### config.mk
export PLATFORM = sky130hd
export DESIGN_NAME = imem_loader_flat
export DESIGN_NICKNAME = d
export VERILOG_FILES = /design/src/rtl/imem_loader_pkg.sv /design/src/rtl/imem_loader_if.sv /design/src/rtl/imem_loader.sv /design/src/flat_wrapper.sv
export SDC_FILE = /design/constraint.sdc
export NUM_CORES = 1
export LEC_CHECK = 0
export ABC_AREA = 1
export ABC_CLOCK_PERIOD_IN_PS = 2100
export CELL_PAD_IN_SITES_DETAIL_PLACEMENT = 0
export CELL_PAD_IN_SITES_GLOBAL_PLACEMENT = 1
export CORE_MARGIN = 2
export CORE_UTILIZATION = 44
export DETAILED_ROUTE_END_ITERATION = 6
export PLACE_DENSITY_LB_ADDON = 0.1
export SYNTH_ARGS = -nofsm -noshare
export SYNTH_HDL_FRONTEND = slang
export SYNTH_SLANG_ARGS = --single-unit
### constraint.sdc
create_clock -name clk -period 2.1 [get_ports clk]
set_input_delay 0.42 -clock clk [delete_from_list [all_inputs] [get_ports clk]]
set_output_delay 0.42 -clock clk [all_outputs]
set_load 0.05 [all_outputs]
### src/rtl/imem_loader_pkg.sv
// Shared constants for the instruction-memory loader and any future host-side stream model.
// Holds the FSM encoding and the reserved-bit masks of the LEN_HI / DAT_HI stream bytes.
package imem_loader_pkg;

  localparam int DEF_ADDR_W = 12;
  localparam int DEF_DATA_W = 12;

  typedef enum logic [2:0] {
    S_IDLE   = 3'd0,
    S_LEN_LO = 3'd1,
    S_LEN_HI = 3'd2,
    S_DAT_LO = 3'd3,
    S_DAT_HI = 3'd4,
    S_DONE   = 3'd5,
    S_ERR    = 3'd6
  } state_t;

  // Bits of a high byte above a field of the given width must be zero in a well-formed stream.
  function automatic logic [7:0] hi_reserved_mask(input int unsigned width);
    return 8'hFF << (width - 32'd8);
  endfunction

  localparam logic [7:0] LEN_HI_RSVD_MASK = hi_reserved_mask(DEF_ADDR_W);
  localparam logic [7:0] DAT_HI_RSVD_MASK = hi_reserved_mask(DEF_DATA_W);

endpackage

### src/rtl/imem_loader_if.sv
// Byte-stream input handshake plus instruction-memory write port of the loader.
// The slave modport is the loader side; master is the stream source / memory side.
interface imem_loader_if #(
  parameter int ADDR_W = imem_loader_pkg::DEF_ADDR_W,
  parameter int DATA_W = imem_loader_pkg::DEF_DATA_W
);

  logic [7:0]        in_data;
  logic              in_valid;
  logic              in_ready;
  logic              mem_we;
  logic [ADDR_W-1:0] mem_addr;
  logic [DATA_W-1:0] mem_wdata;

  modport slave (
    input  in_data,
    input  in_valid,
    output in_ready,
    output mem_we,
    output mem_addr,
    output mem_wdata
  );

  modport master (
    output in_data,
    output in_valid,
    input  in_ready,
    input  mem_we,
    input  mem_addr,
    input  mem_wdata
  );

endinterface

### src/rtl/imem_loader.sv
// Length-prefixed byte-stream loader: packs byte pairs into instruction words, writes them
// from address 0 upward, then raises core_run once the last write has reached memory.
module imem_loader
  import imem_loader_pkg::*;
#(
  parameter int ADDR_W = DEF_ADDR_W,
  parameter int DATA_W = DEF_DATA_W
) (
  input  logic          clk,
  input  logic          rst_n,
  input  logic          start,
  imem_loader_if.slave  bus,
  output logic          core_run,
  output logic          err
);

  localparam logic [7:0] LEN_RSVD = hi_reserved_mask(ADDR_W);
  localparam logic [7:0] DAT_RSVD = hi_reserved_mask(DATA_W);

  state_t            state_q, state_d;
  logic [7:0]        len_lo_q, len_lo_d;
  logic [7:0]        dat_lo_q, dat_lo_d;
  logic [ADDR_W-1:0] remaining_q, remaining_d;
  logic [ADDR_W-1:0] addr_q, addr_d;
  logic [ADDR_W-1:0] mem_addr_q, mem_addr_d;
  logic [DATA_W-1:0] mem_wdata_q, mem_wdata_d;
  logic              mem_we_q, mem_we_d;
  logic              in_ready_q, in_ready_d;
  logic              core_run_q, core_run_d;
  logic              err_q, err_d;
  logic              accept;

  assign accept = in_ready_q && bus.in_valid;

  always_ff @(posedge clk or negedge rst_n) begin
    if (!rst_n) begin
      state_q     <= S_IDLE;
      len_lo_q    <= '0;
      dat_lo_q    <= '0;
      remaining_q <= '0;
      addr_q      <= '0;
      mem_addr_q  <= '0;
      mem_wdata_q <= '0;
      mem_we_q    <= 1'b0;
      in_ready_q  <= 1'b0;
      core_run_q  <= 1'b0;
      err_q       <= 1'b0;
    end else begin
      state_q     <= state_d;
      len_lo_q    <= len_lo_d;
      dat_lo_q    <= dat_lo_d;
      remaining_q <= remaining_d;
      addr_q      <= addr_d;
      mem_addr_q  <= mem_addr_d;
      mem_wdata_q <= mem_wdata_d;
      mem_we_q    <= mem_we_d;
      in_ready_q  <= in_ready_d;
      core_run_q  <= core_run_d;
      err_q       <= err_d;
    end
  end

  always_comb begin
    state_d     = state_q;
    len_lo_d    = len_lo_q;
    dat_lo_d    = dat_lo_q;
    remaining_d = remaining_q;
    addr_d      = addr_q;
    mem_addr_d  = mem_addr_q;
    mem_wdata_d = mem_wdata_q;
    mem_we_d    = 1'b0;

    unique case (state_q)
      S_IDLE: begin
        if (start) state_d = S_LEN_LO;
      end
      S_LEN_LO: begin
        if (accept) begin
          len_lo_d = bus.in_data;
          state_d  = S_LEN_HI;
        end
      end
      S_LEN_HI: begin
        if (accept) begin
          if ((bus.in_data & LEN_RSVD) != 8'h00) begin
            state_d = S_ERR;
          end else if (ADDR_W'({bus.in_data, len_lo_q}) == '0) begin
            state_d = S_DONE;
          end else begin
            remaining_d = ADDR_W'({bus.in_data, len_lo_q});
            addr_d      = '0;
            state_d     = S_DAT_LO;
          end
        end
      end
      S_DAT_LO: begin
        if (accept) begin
          dat_lo_d = bus.in_data;
          state_d  = S_DAT_HI;
        end
      end
      S_DAT_HI: begin
        if (accept) begin
          if ((bus.in_data & DAT_RSVD) != 8'h00) begin
            state_d = S_ERR;
          end else begin
            mem_we_d    = 1'b1;
            mem_addr_d  = addr_q;
            mem_wdata_d = DATA_W'({bus.in_data, dat_lo_q});
            addr_d      = addr_q + 1'b1;
            remaining_d = remaining_q - 1'b1;
            state_d     = (remaining_q == ADDR_W'(1)) ? S_DONE : S_DAT_LO;
          end
        end
      end
      S_DONE, S_ERR: begin
        if (start) begin
          addr_d  = '0;
          state_d = S_LEN_LO;
        end
      end
      default: state_d = S_IDLE;
    endcase

    // Holding core_run off while the final write is in flight delays it one cycle past mem_we.
    in_ready_d = state_d inside {S_LEN_LO, S_LEN_HI, S_DAT_LO, S_DAT_HI};
    core_run_d = (state_d == S_DONE) && !mem_we_d;
    err_d      = (state_d == S_ERR);
  end

  assign bus.in_ready  = in_ready_q;
  assign bus.mem_we    = mem_we_q;
  assign bus.mem_addr  = mem_addr_q;
  assign bus.mem_wdata = mem_wdata_q;
  assign core_run      = core_run_q;
  assign err           = err_q;

endmodule

### src/flat_wrapper.sv
// flat-port wrapper written by rule: the top's interface ports become plain ports
module imem_loader_flat import imem_loader_pkg::*;
#(
  parameter int ADDR_W = DEF_ADDR_W,
  parameter int DATA_W = DEF_DATA_W
)
  (clk, rst_n, start, core_run, err, bus_in_data, bus_in_valid, bus_in_ready, bus_mem_we, bus_mem_addr, bus_mem_wdata);
  imem_loader_if #(.ADDR_W(ADDR_W), .DATA_W(DATA_W)) bus_i ();
  input  logic clk;
  input  logic rst_n;
  input  logic start;
  output logic core_run;
  output logic err;
  input wire logic [$bits(bus_i.in_data)-1:0] bus_in_data;
  input wire logic [$bits(bus_i.in_valid)-1:0] bus_in_valid;
  output wire logic [$bits(bus_i.in_ready)-1:0] bus_in_ready;
  output wire logic [$bits(bus_i.mem_we)-1:0] bus_mem_we;
  output wire logic [$bits(bus_i.mem_addr)-1:0] bus_mem_addr;
  output wire logic [$bits(bus_i.mem_wdata)-1:0] bus_mem_wdata;
  assign bus_i.in_data = bus_in_data;
  assign bus_i.in_valid = bus_in_valid;
  assign bus_in_ready = bus_i.in_ready;
  assign bus_mem_we = bus_i.mem_we;
  assign bus_mem_addr = bus_i.mem_addr;
  assign bus_mem_wdata = bus_i.mem_wdata;
  imem_loader #(.ADDR_W(ADDR_W), .DATA_W(DATA_W)) u_core (.clk(clk), .rst_n(rst_n), .start(start), .bus(bus_i), .core_run(core_run), .err(err));
endmodule
==> results.sh <==
export IMPL_clk_transition_reported_paths_ns=0.08
export IMPL_gp_congestion=0.867
export IMPL_area_delta_synth_final_pct=22.7
export IMPL_final_hold_violation_count=0
export IMPL_fin_crit_ns=1.96
export IMPL_fin_crit_sh_pct=93.5
export IMPL_cts_hold_buffers=0
export IMPL_drt_total_wl_um=8010
export IMPL_p_leak_nw=2.14
export IMPL_drtIter0Drc=145
export IMPL_relSlewSlack_pct=63.7
export IMPL_slowest_delay_ns=0.82
export IMPL_avgRoutedWirePerCell_um=12.8
export IMPL_die_h_um=93.3
export IMPL_avgSynthCellArea_um2=7.62
export IMPL_grt_max_degree=72
export IMPL_die_w_um=93.3
export IMPL_syn_num_nets=475
export IMPL_clock_latency_ns=0.35
export IMPL_hpwlAfterDp_um=5780
export IMPL_finalMaxSlewViolations=0
export IMPL_ir_drop_uv=658
export IMPL_start_kind="register"
export IMPL_drive_gt1_share_pct=9.37
export IMPL_clock_skew_ns=0.0122
export IMPL_avgViaCountPerCell=4.84
export IMPL_synth_seq_cells=71
export IMPL_fin_setup_tns_ns=0
export IMPL_pin_count=40
export IMPL_max_freq_ghz=0.509
export IMPL_drc=0
export IMPL_grtUsageTotal_pct=20.5
export IMPL_cts_buffers=9
export IMPL_n_antenna_cell=0
export IMPL_syn_area_um2=3510
export IMPL_cts_sinks=71
export IMPL_postCtsSetupBuffers=0
export IMPL_worst_pin_slew_ns=0.544
export IMPL_utilization_pct=55.7
export IMPL_rsz0062_at_grt="no"
export IMPL_grt_pass1_vias=2959
export IMPL_ant_nets=0
export IMPL_crit_family="buffers and inverters"
export IMPL_drtPass1Iterations=6
export IMPL_outcome="completed"
export IMPL_cp_num_buf_inv=1
export IMPL_cts_root_buf="clkbuf_8"
export IMPL_pwr_density_cell_nw_per_um2=1130
export IMPL_io_buffers=39
export IMPL_grt_pass1_wl_um=14100
export IMPL_cts_tree="done"
export IMPL_yosysSeqAreaShare_pct=50.7
export IMPL_critPathSlowestCell="clkdlybuf4s50_1"
export IMPL_cp_max_fo=2
export IMPL_path_class="reg -> out"
export IMPL_num_vias=3025
export IMPL_cp_cell_sequence="clkdlybuf4s50_1"
export IMPL_initial_core_util_pct=45.4
export IMPL_num_rows=32
export IMPL_ys_types=30
export IMPL_core_area_um2=7730
export IMPL_worstPathRequired_ns=1.68
export IMPL_clockBufferDepth=2
export IMPL_endpoint_kind="primary output"
export IMPL_htree_levels=3
export IMPL_grt_antenna_before_repair=0
export IMPL_die_area_um2=8700
export IMPL_yosys_warnings=0
export IMPL_setup_viol=0
export IMPL_cts_resized=0
export IMPL_worstHoldPathType="in -> async"
export IMPL_final_nets=533
export IMPL_grt_ovfl_total=0
export IMPL_n_fill_cell=770
export IMPL_max_cap_violations=0
export IMPL_syn_instance_count=460
export IMPL_worstPathArrival_ns=1.54
stage by stage:
| step | power (W) | hold slack [ns] | area, um^2 | worst slack, ns | instances |
|---|---|---|---|---|---|
| final | 0.00488 | 0.0963 | 4300 | 0.135 | 625 |
| after global routing | 0.00531 | 0.127 | 4300 | 0.0878 | 625 |
| after CTS | 0.00493 | 0.104 | 4300 | 0.127 | 625 |
| after detailed placement | 0.00391 | 0.459 | 4120 | 0.0280 | 609 |
| after global placement | 0.00389 | 0.456 | 4120 | 0.0552 | 609 |
| after floorplan | 0.00330 | 0.124 | 3510 | 0.316 | 460 |
final timing paths:
| check | slack, ns | cells past startpoint | start | endpoint |
|---|---|---|---|---|
| min in group clk | 0.47 | 2 | u_core.bus.mem_wdata[0]$_DFFE_PN0P_ | u_core.bus.mem_wdata[0]$_DFFE_PN0P_ |
| max in group asynchronous | 1.72 | 2 | rst_n | u_core.addr_q[5]$_DFFE_PN0P_ |
| hold / removal | 0.1 | 2 | rst_n | u_core.remaining_q[7]$_DFFE_PN0P_ |
| hold reg to reg | 0.47 | 2 | u_core.bus.mem_wdata[0]$_DFFE_PN0P_ | u_core.bus.mem_wdata[0]$_DFFE_PN0P_ |
| setup / recovery | 0.14 | 1 | u_core.bus.mem_addr[9]$_DFFE_PN0P_ | bus_mem_addr[9] |
| setup reg to reg | 0.31 | 7 | u_core.state_q[0]$_DFF_PN0_ | u_core.bus.mem_wdata[10]$_DFFE_PN0P_ |
where the power goes:
group | leakage (nW) | switching (W) | internal (W) | total [W]
clock | 0.0849 | 0.000542 | 0.000464 | 0.00101
sequential | 0.947 | 0.000304 | 0.00169 | 0.00199
combinational | 1.11 | 0.00118 | 0.000705 | 0.00188
cell families (layout without fill, tap and decap cells):
| family | after synthesis | count (layout) | synth area share, % |
|---|---|---|---|
| AO/OA/AOI/OAI | 55 | 55 | 8.21 |
| XOR/XNOR | 11 | 11 | 2.75 |
| adder cells (fa/ha/maj) | 3 | 3 | 1.07 |
| buffers and inverters | 46 | 109 | 5.32 |
| flip-flops | 71 | 71 | 50.7 |
| AND/OR/NAND/NOR | 274 | 274 | 32.0 |
cell type report:
cell class | count | area (um^2) | area share [%]
Timing Repair Buffer | 58 | 541 | 12.6
Inverter | 35 | 131 | 3.05
Sequential cell | 71 | 1780 | 41.3
Tap cell | 102 | 128 | 2.97
Multi-Input combinational cell | 343 | 1540 | 35.9
Clock inverter | 6 | 45.0 | 1.05
Clock buffer | 10 | 138 | 3.20
worst register-to-register path: stages, from the launching register on:
cell     delay, ns
dfrtp_1       0.47
nor2_4        0.19
nand2_4       0.16
buf_4         0.24
nor2_4        0.13
inv_2         0.22
nand2_1       0.15
o21ai_0       0.09
routing by layer:
layer / vias to the layer above / share of wire, % / GRT usage, %
li1: 1560 / - / -
met1: 1418 / 46 / 27.1
met2: 38 / 49 / 34.4
met3: 9 / 2.9 / 3.63
met4: 0 / 1.6 / 6.62
met5: - / 0 / 0
cells in the final DEF, fill, tap and decap left out, types with 2 or more instances in the layout:
master,netlist,routed
xor2_1,9,9
nor2_4,3,3
nor2_1,57,57
inv_1,30,30
nand4_1,2,2
nor3_1,3,3
nand2_2,2,2
clkdlybuf4s50_1,0,38
clkbuf_8,0,10
o21ai_0,42,42
nand2_1,183,183
nand3_1,18,18
ha_1,3,3
a21oi_1,6,6
nor3b_1,2,2
buf_4,0,18
clkinvlp_4,0,3
xnor2_1,2,2
dfrtp_1,71,71
inv_2,4,4
o21ai_1,3,3
cell usage after synthesis, drive strengths merged:
library cell,n,area (um^2)
nor3b,2,15.0
xor2,9,78.8
nand3,19,100
nand2,186,711
clkinv,1,3.75
xnor2,2,17.5
nand4,3,25.0
a31oi,1,6.26
o211ai,1,12.5
o21ai,45,225
nor3,3,15.0
ha,3,37.5
inv,34,128
nand3b,1,7.51
o22ai,1,6.26
buf,8,43.8
a21oi,6,30.0
a21o,1,7.51
nor2,60,248
dfrtp,71,1780
clkbuf,3,11.3
registers in the layout, summed over array words and instances, names as in the netlist:
register and cells:
u_core.addr_q 12, u_core.bus.mem_addr 12, u_core.state_q 3, u_core.err 1, u_core.core_run 1, u_core.remaining_q 12
u_core.bus.in_ready 1, u_core.bus.mem_we 1, u_core.bus.mem_wdata 12, u_core.dat_lo_q 8, u_core.len_lo_q 8
Power figures use the tool's default switching activity.
==> patch 1: new RTL, same settings <==
Make the reset (`rst_n`) synchronous in one clocked block.
--- a/src/rtl/imem_loader.sv
+++ b/src/rtl/imem_loader.sv
@@ -33,5 +33,5 @@
   assign accept = in_ready_q && bus.in_valid;
 
-  always_ff @(posedge clk or negedge rst_n) begin
+  always_ff @(posedge clk) begin
     if (!rst_n) begin
       state_q     <= S_IDLE;
Formal check against the unedited RTL: differs if rst_n is asserted again (counterexample within 4 cycles, from zero or initial values and one cycle with rst_n low); with rst_n held inactive, the same outputs for 10 cycles.
==> patch 1 against the original RTL <==
  * Die area down 2.5%
  * First-iteration DRC count down 43%
  * Synthesized area down 2.6%
  * Sequential share of layout area down 7.8 points
  * Wire length up 9.1%
  * Maximum frequency up 0.65%
  * Design area down 1.3%
  * Sequential cell count unchanged
  * Setup slack better by 0.013 ns
  * Critical endpoint is now bus_mem_addr[11]
  * Largest cell class is now multi-input combinational cells
Power is not compared: it rests on default switching activity, and its combinational part moved more than twofold at a synthesized area within 25%.
==> patch 1: results (changes against the original RTL) <==
{| class="wikitable"
! Metric !! Value
|-
| Outcome || finished, final reports clean (unchanged)
|-
| Layout net count || 564 (was 533)
|-
| Ant diodes || 0 (unchanged)
|-
| Fraction of met3 tracks used by global routing || 3.287% (was 3.626%)
|-
| Worst setup skew after layout || 0.007328 ns (was 0.01220 ns)
|-
| Sequential cell area fraction in the yosys report || 41.63% (was 50.68%)
|-
| Average vias per placed instance || 4.980 (was 4.840)
|-
| Total cell area at the placement stage || 4003 µm² (was 4119 µm²)
|-
| Unique cell type count in the Yosys netlist || 29 (was 30)
|-
| Top cells by instance count after synthesis || 104 x nor2_1, 92 x nand2_1, 71 x dfxtp_1 (was 183 x nand2_1, 71 x dfrtp_1, 57 x nor2_1)
|-
| Total of cells resized after clock tree synthesis || 0 (unchanged)
|-
| Met2 usage || 35.42% (was 34.35%)
|-
| Gp weighted congestion || 0.8739 (was 0.8668)
|-
| Hold/Removal Path Class || reg -> reg (was in -> async)
|-
| Max_slew headroom || 64.70% (was 63.71%)
|-
| Total Routed Length || 8741 µm (was 8010 µm)
|-
| Syn Nets || 509 (was 475)
|-
| Placed instance count || 640 (was 609)
|-
| Compound-Gate Fraction of Synth Area || 16.93% (was 8.208%)
|-
| Share of async-settable or async-resettable flops after synthesis || 0% (was 100.0%)
|-
| Via count of the routed design || 3267 (was 3025)
|-
| Largest cells by area after synthesis || dfxtp_1 42%, nor2_1 11%, nand2_1 10% (was dfrtp_1 51%, nand2_1 20%, nor2_1 6.1%)
|-
| Post-detailed-placement half-perimeter wirelength || 6287 µm (was 5776 µm)
|-
| Most common flop cell mapped by yosys || dfxtp_1 (was dfrtp_1)
|-
| Initial DRC count || 83 (was 145)
|-
| Largest net degree at the start of global routing || 35 (was 72)
|-
| Post-synthesis adder-cell area fraction || 1.099% (was 1.071%)
|-
| Post-Route M1 WL || 4316 µm (was 3721 µm)
|-
| Max incr delay on CP || 0.82 ns (about the same)
|-
| Post-Syn Instances || 494 (was 460)
|-
| Via count of the first global-routing pass || 3039 (was 2959)
|-
| Fraction of final layout cells sized beyond drive strength 1 || 12.09% (was 9.369%)
|-
| Internal Pwr Total || about 2.3 mW
|-
| Detailed-router iteration count before antenna repair || 4 (was 6)
|-
| GR Util met1 || 28.13% (was 27.07%)
|-
| Filler cell count in the final layout || 778 (was 770)
|-
| Metal2 WL || 3995 µm (was 3927 µm)
|-
| Design Power || between 3 and 4 mW
|-
| Post-placement setup slack || -0.0005378 ns (was 0.02800 ns)
|-
| Met3 Routed Length || 270 µm (was 230 µm)
|}
-- patch 1: changes by cell type after synthesis, moves of 16 or more --
cell	delta
nand2_1	-91
dfrtp_1	-71
dfxtp_1	+71
nor2_1	+47
a21oi_1	+32
o21ai_0	+16
-- patch 1: area by class of cell --
cell class	instances	area (µm²)	share of cell area [%]
multi-input cells	361	1705	40.16
flip-flops and latches	71	1421	33.47
repair buffers	64	590.6	13.91
inverters	42	157.7	3.712
well taps	102	127.6	3.005
clock buffers	9	123.9	2.917
clock inverters	7	120.1	2.829
-- patch 1: final timing paths --
check / start / end / slack [ns] / cells after the start
max: u_core.bus.mem_addr[11] / bus_mem_addr[11] / 0.15 / 1
min: u_core.remaining_q[11] / u_core.remaining_q[11] / 0.47 / 2
max reg2reg: u_core.state_q[0] / u_core.addr_q[3] / 0.29 / 8
min reg2reg: u_core.remaining_q[11] / u_core.remaining_q[11] / 0.47 / 2
==> patch 2: new RTL, same flow settings <==
Without the edit above. Change the package constant `DEF_ADDR_W` from 12 to 11.
--- a/src/rtl/imem_loader_pkg.sv
+++ b/src/rtl/imem_loader_pkg.sv
@@ -3,5 +3,5 @@
 package imem_loader_pkg;
 
-  localparam int DEF_ADDR_W = 12;
+  localparam int DEF_ADDR_W = 11;
   localparam int DEF_DATA_W = 12;
 
Interface: changed (resized bus_mem_addr); port bits go from 40 to 39. No check against the original RTL was run, so the function may have changed too.
==> patch 2 against the original RTL <==
  * Critical endpoint is now bus_mem_wdata[11]
  * Synthesized cell count fell by 10%
  * Wire length decreased by 7.6%
  * Setup slack improved by 0.029 ns
  * Cell count shrank 9.0%
  * Clock skew decreased by 0.0070 ns
  * Clock power grew 12%
  * Synthesized area shrank 5.0%
  * Highest routed layer unchanged
  * Design area fell by 4.8%
  * Via count down 8.6%
  * Total power is 4.5% lower
  * Global-route usage down 0.55 points
  * Sequential cell count down 3
==> patch 2: results (changes against the original RTL) <==
{| class="wikitable"
! Metric !! Value
|-
| Outcome || finished, final reports clean (unchanged)
|-
| Met2 usage || 29.94% (was 34.35%)
|-
| Met3 Routed Length || 283 µm (was 230 µm)
|-
| Worst setup skew after layout || 0.005157 ns (was 0.01220 ns)
|-
| Detailed-router iteration count before antenna repair || 4 (was 6)
|-
| Layout net count || 480 (was 533)
|-
| Syn Nets || 428 (was 475)
|-
| Combined global-route utilization of all metal layers || 19.97% (was 20.52%)
|-
| Sequential logic power || 1.90 mW (was 1.99 mW)
|-
| First-pass GRT wire length || 13240 µm (was 14120 µm)
|-
| Worst R2R Path Depth || 11 (was 7)
|-
| CP Data Arrival Time || 1.52 ns (was 1.54 ns)
|-
| Port Buffer Count || 38 (was 39)
|-
| Number of setup buffers added after CTS || 0 (unchanged)
|-
| Post-Route M1 WL || 3751 µm (was 3721 µm)
|-
| TritonCTS buffer count || 9 (unchanged)
|-
| Layout Utilization || 56.16% (was 55.67%)
|-
| Clock power share || 24.2% (was 20.6%)
|-
| Via count of the routed design || 2764 (was 3025)
|-
| Largest net degree at the start of global routing || 69 (was 72)
|-
| Total cell area at the placement stage || 3884 µm² (was 4119 µm²)
|-
| Placed instance count || 553 (was 609)
|-
| End point of the critical path || bus_mem_wdata[11] (was bus_mem_addr[9])
|-
| Sequential cell area fraction in the yosys report || 51.09% (was 50.68%)
|-
| Internal Pwr Total || 2.804 mW (was 2.857 mW)
|-
| Fraction of met3 tracks used by global routing || 2.905% (was 3.626%)
|-
| GR Util met1 || 29.34% (was 27.07%)
|-
| Largest cells by area after synthesis || dfrtp_1 51%, nand2_1 16%, o21ai_0 6.6% (was dfrtp_1 51%, nand2_1 20%, nor2_1 6.1%)
|-
| Static leakage || 1.950 nW (was 2.142 nW)
|-
| Post-placement setup slack || -0.1706 ns (was 0.02800 ns)
|-
| Total power divided by cell area || 1138 nW/µm² (was 1134 nW/µm²)
|-
| Origin of the worst setup path || u_core.bus.mem_wdata[11] (was u_core.bus.mem_addr[9])
|-
| Top cells by instance count after synthesis || 139 x nand2_1, 68 x dfrtp_1, 44 x o21ai_0 (was 183 x nand2_1, 71 x dfrtp_1, 57 x nor2_1)
|-
| Slew at the pin with the worst max-slew slack || 0.5144 ns (was 0.5435 ns)
|-
| Unique cell type count in the Yosys netlist || 26 (was 30)
|-
| Average vias per placed instance || 4.858 (was 4.840)
|-
| Capture point of the worst reg-to-reg path || u_core.err (was u_core.bus.mem_wdata[10])
|-
| Achievable Freq || 516.6 MHz (was 509.0 MHz)
|-
| Worst-case vdd ir drop || 0.5999 mV (was 0.6577 mV)
|-
| Wirelength per Cell || 13.00 µm (was 12.82 µm)
|-
| Initial DRC count || 154 (was 145)
|-
| Worst hold slack || 0.07899 ns (was 0.09635 ns)
|}
-- patch 2: cell types whose count changed in the layout (fill, tap and decap cells not counted), sizes merged, moves of 3 or more --
cell / delta
dfrtp: -3
xor2: +3
buf: -6
nor3: +3
inv: +9
o21ai: +8
nor2: -23
o31ai: +4
nand2: -44
-- patch 2: logic make-up (layout without fill, tap and decap cells) --
family | count (synthesis) | after routing | share of synthesized area (%)
buffers and inverters | 52 | 109 | 6.574
AO/OA/AOI/OAI | 66 | 66 | 11.57
XOR/XNOR | 13 | 13 | 3.419
adder cells (fa/ha/maj) | 3 | 3 | 1.127
AND/OR/NAND/NOR | 211 | 211 | 26.22
flip-flops | 68 | 68 | 51.09
-- patch 2: area by class of cell --
cell class | count | area share (%)
repair buffers | 51 | 11.85
clock inverters | 6 | 1.742
clock buffers | 10 | 3.361
flip-flops and latches | 68 | 41.55
well taps | 99 | 3.025
inverters | 42 | 3.972
multi-input cells | 293 | 34.49
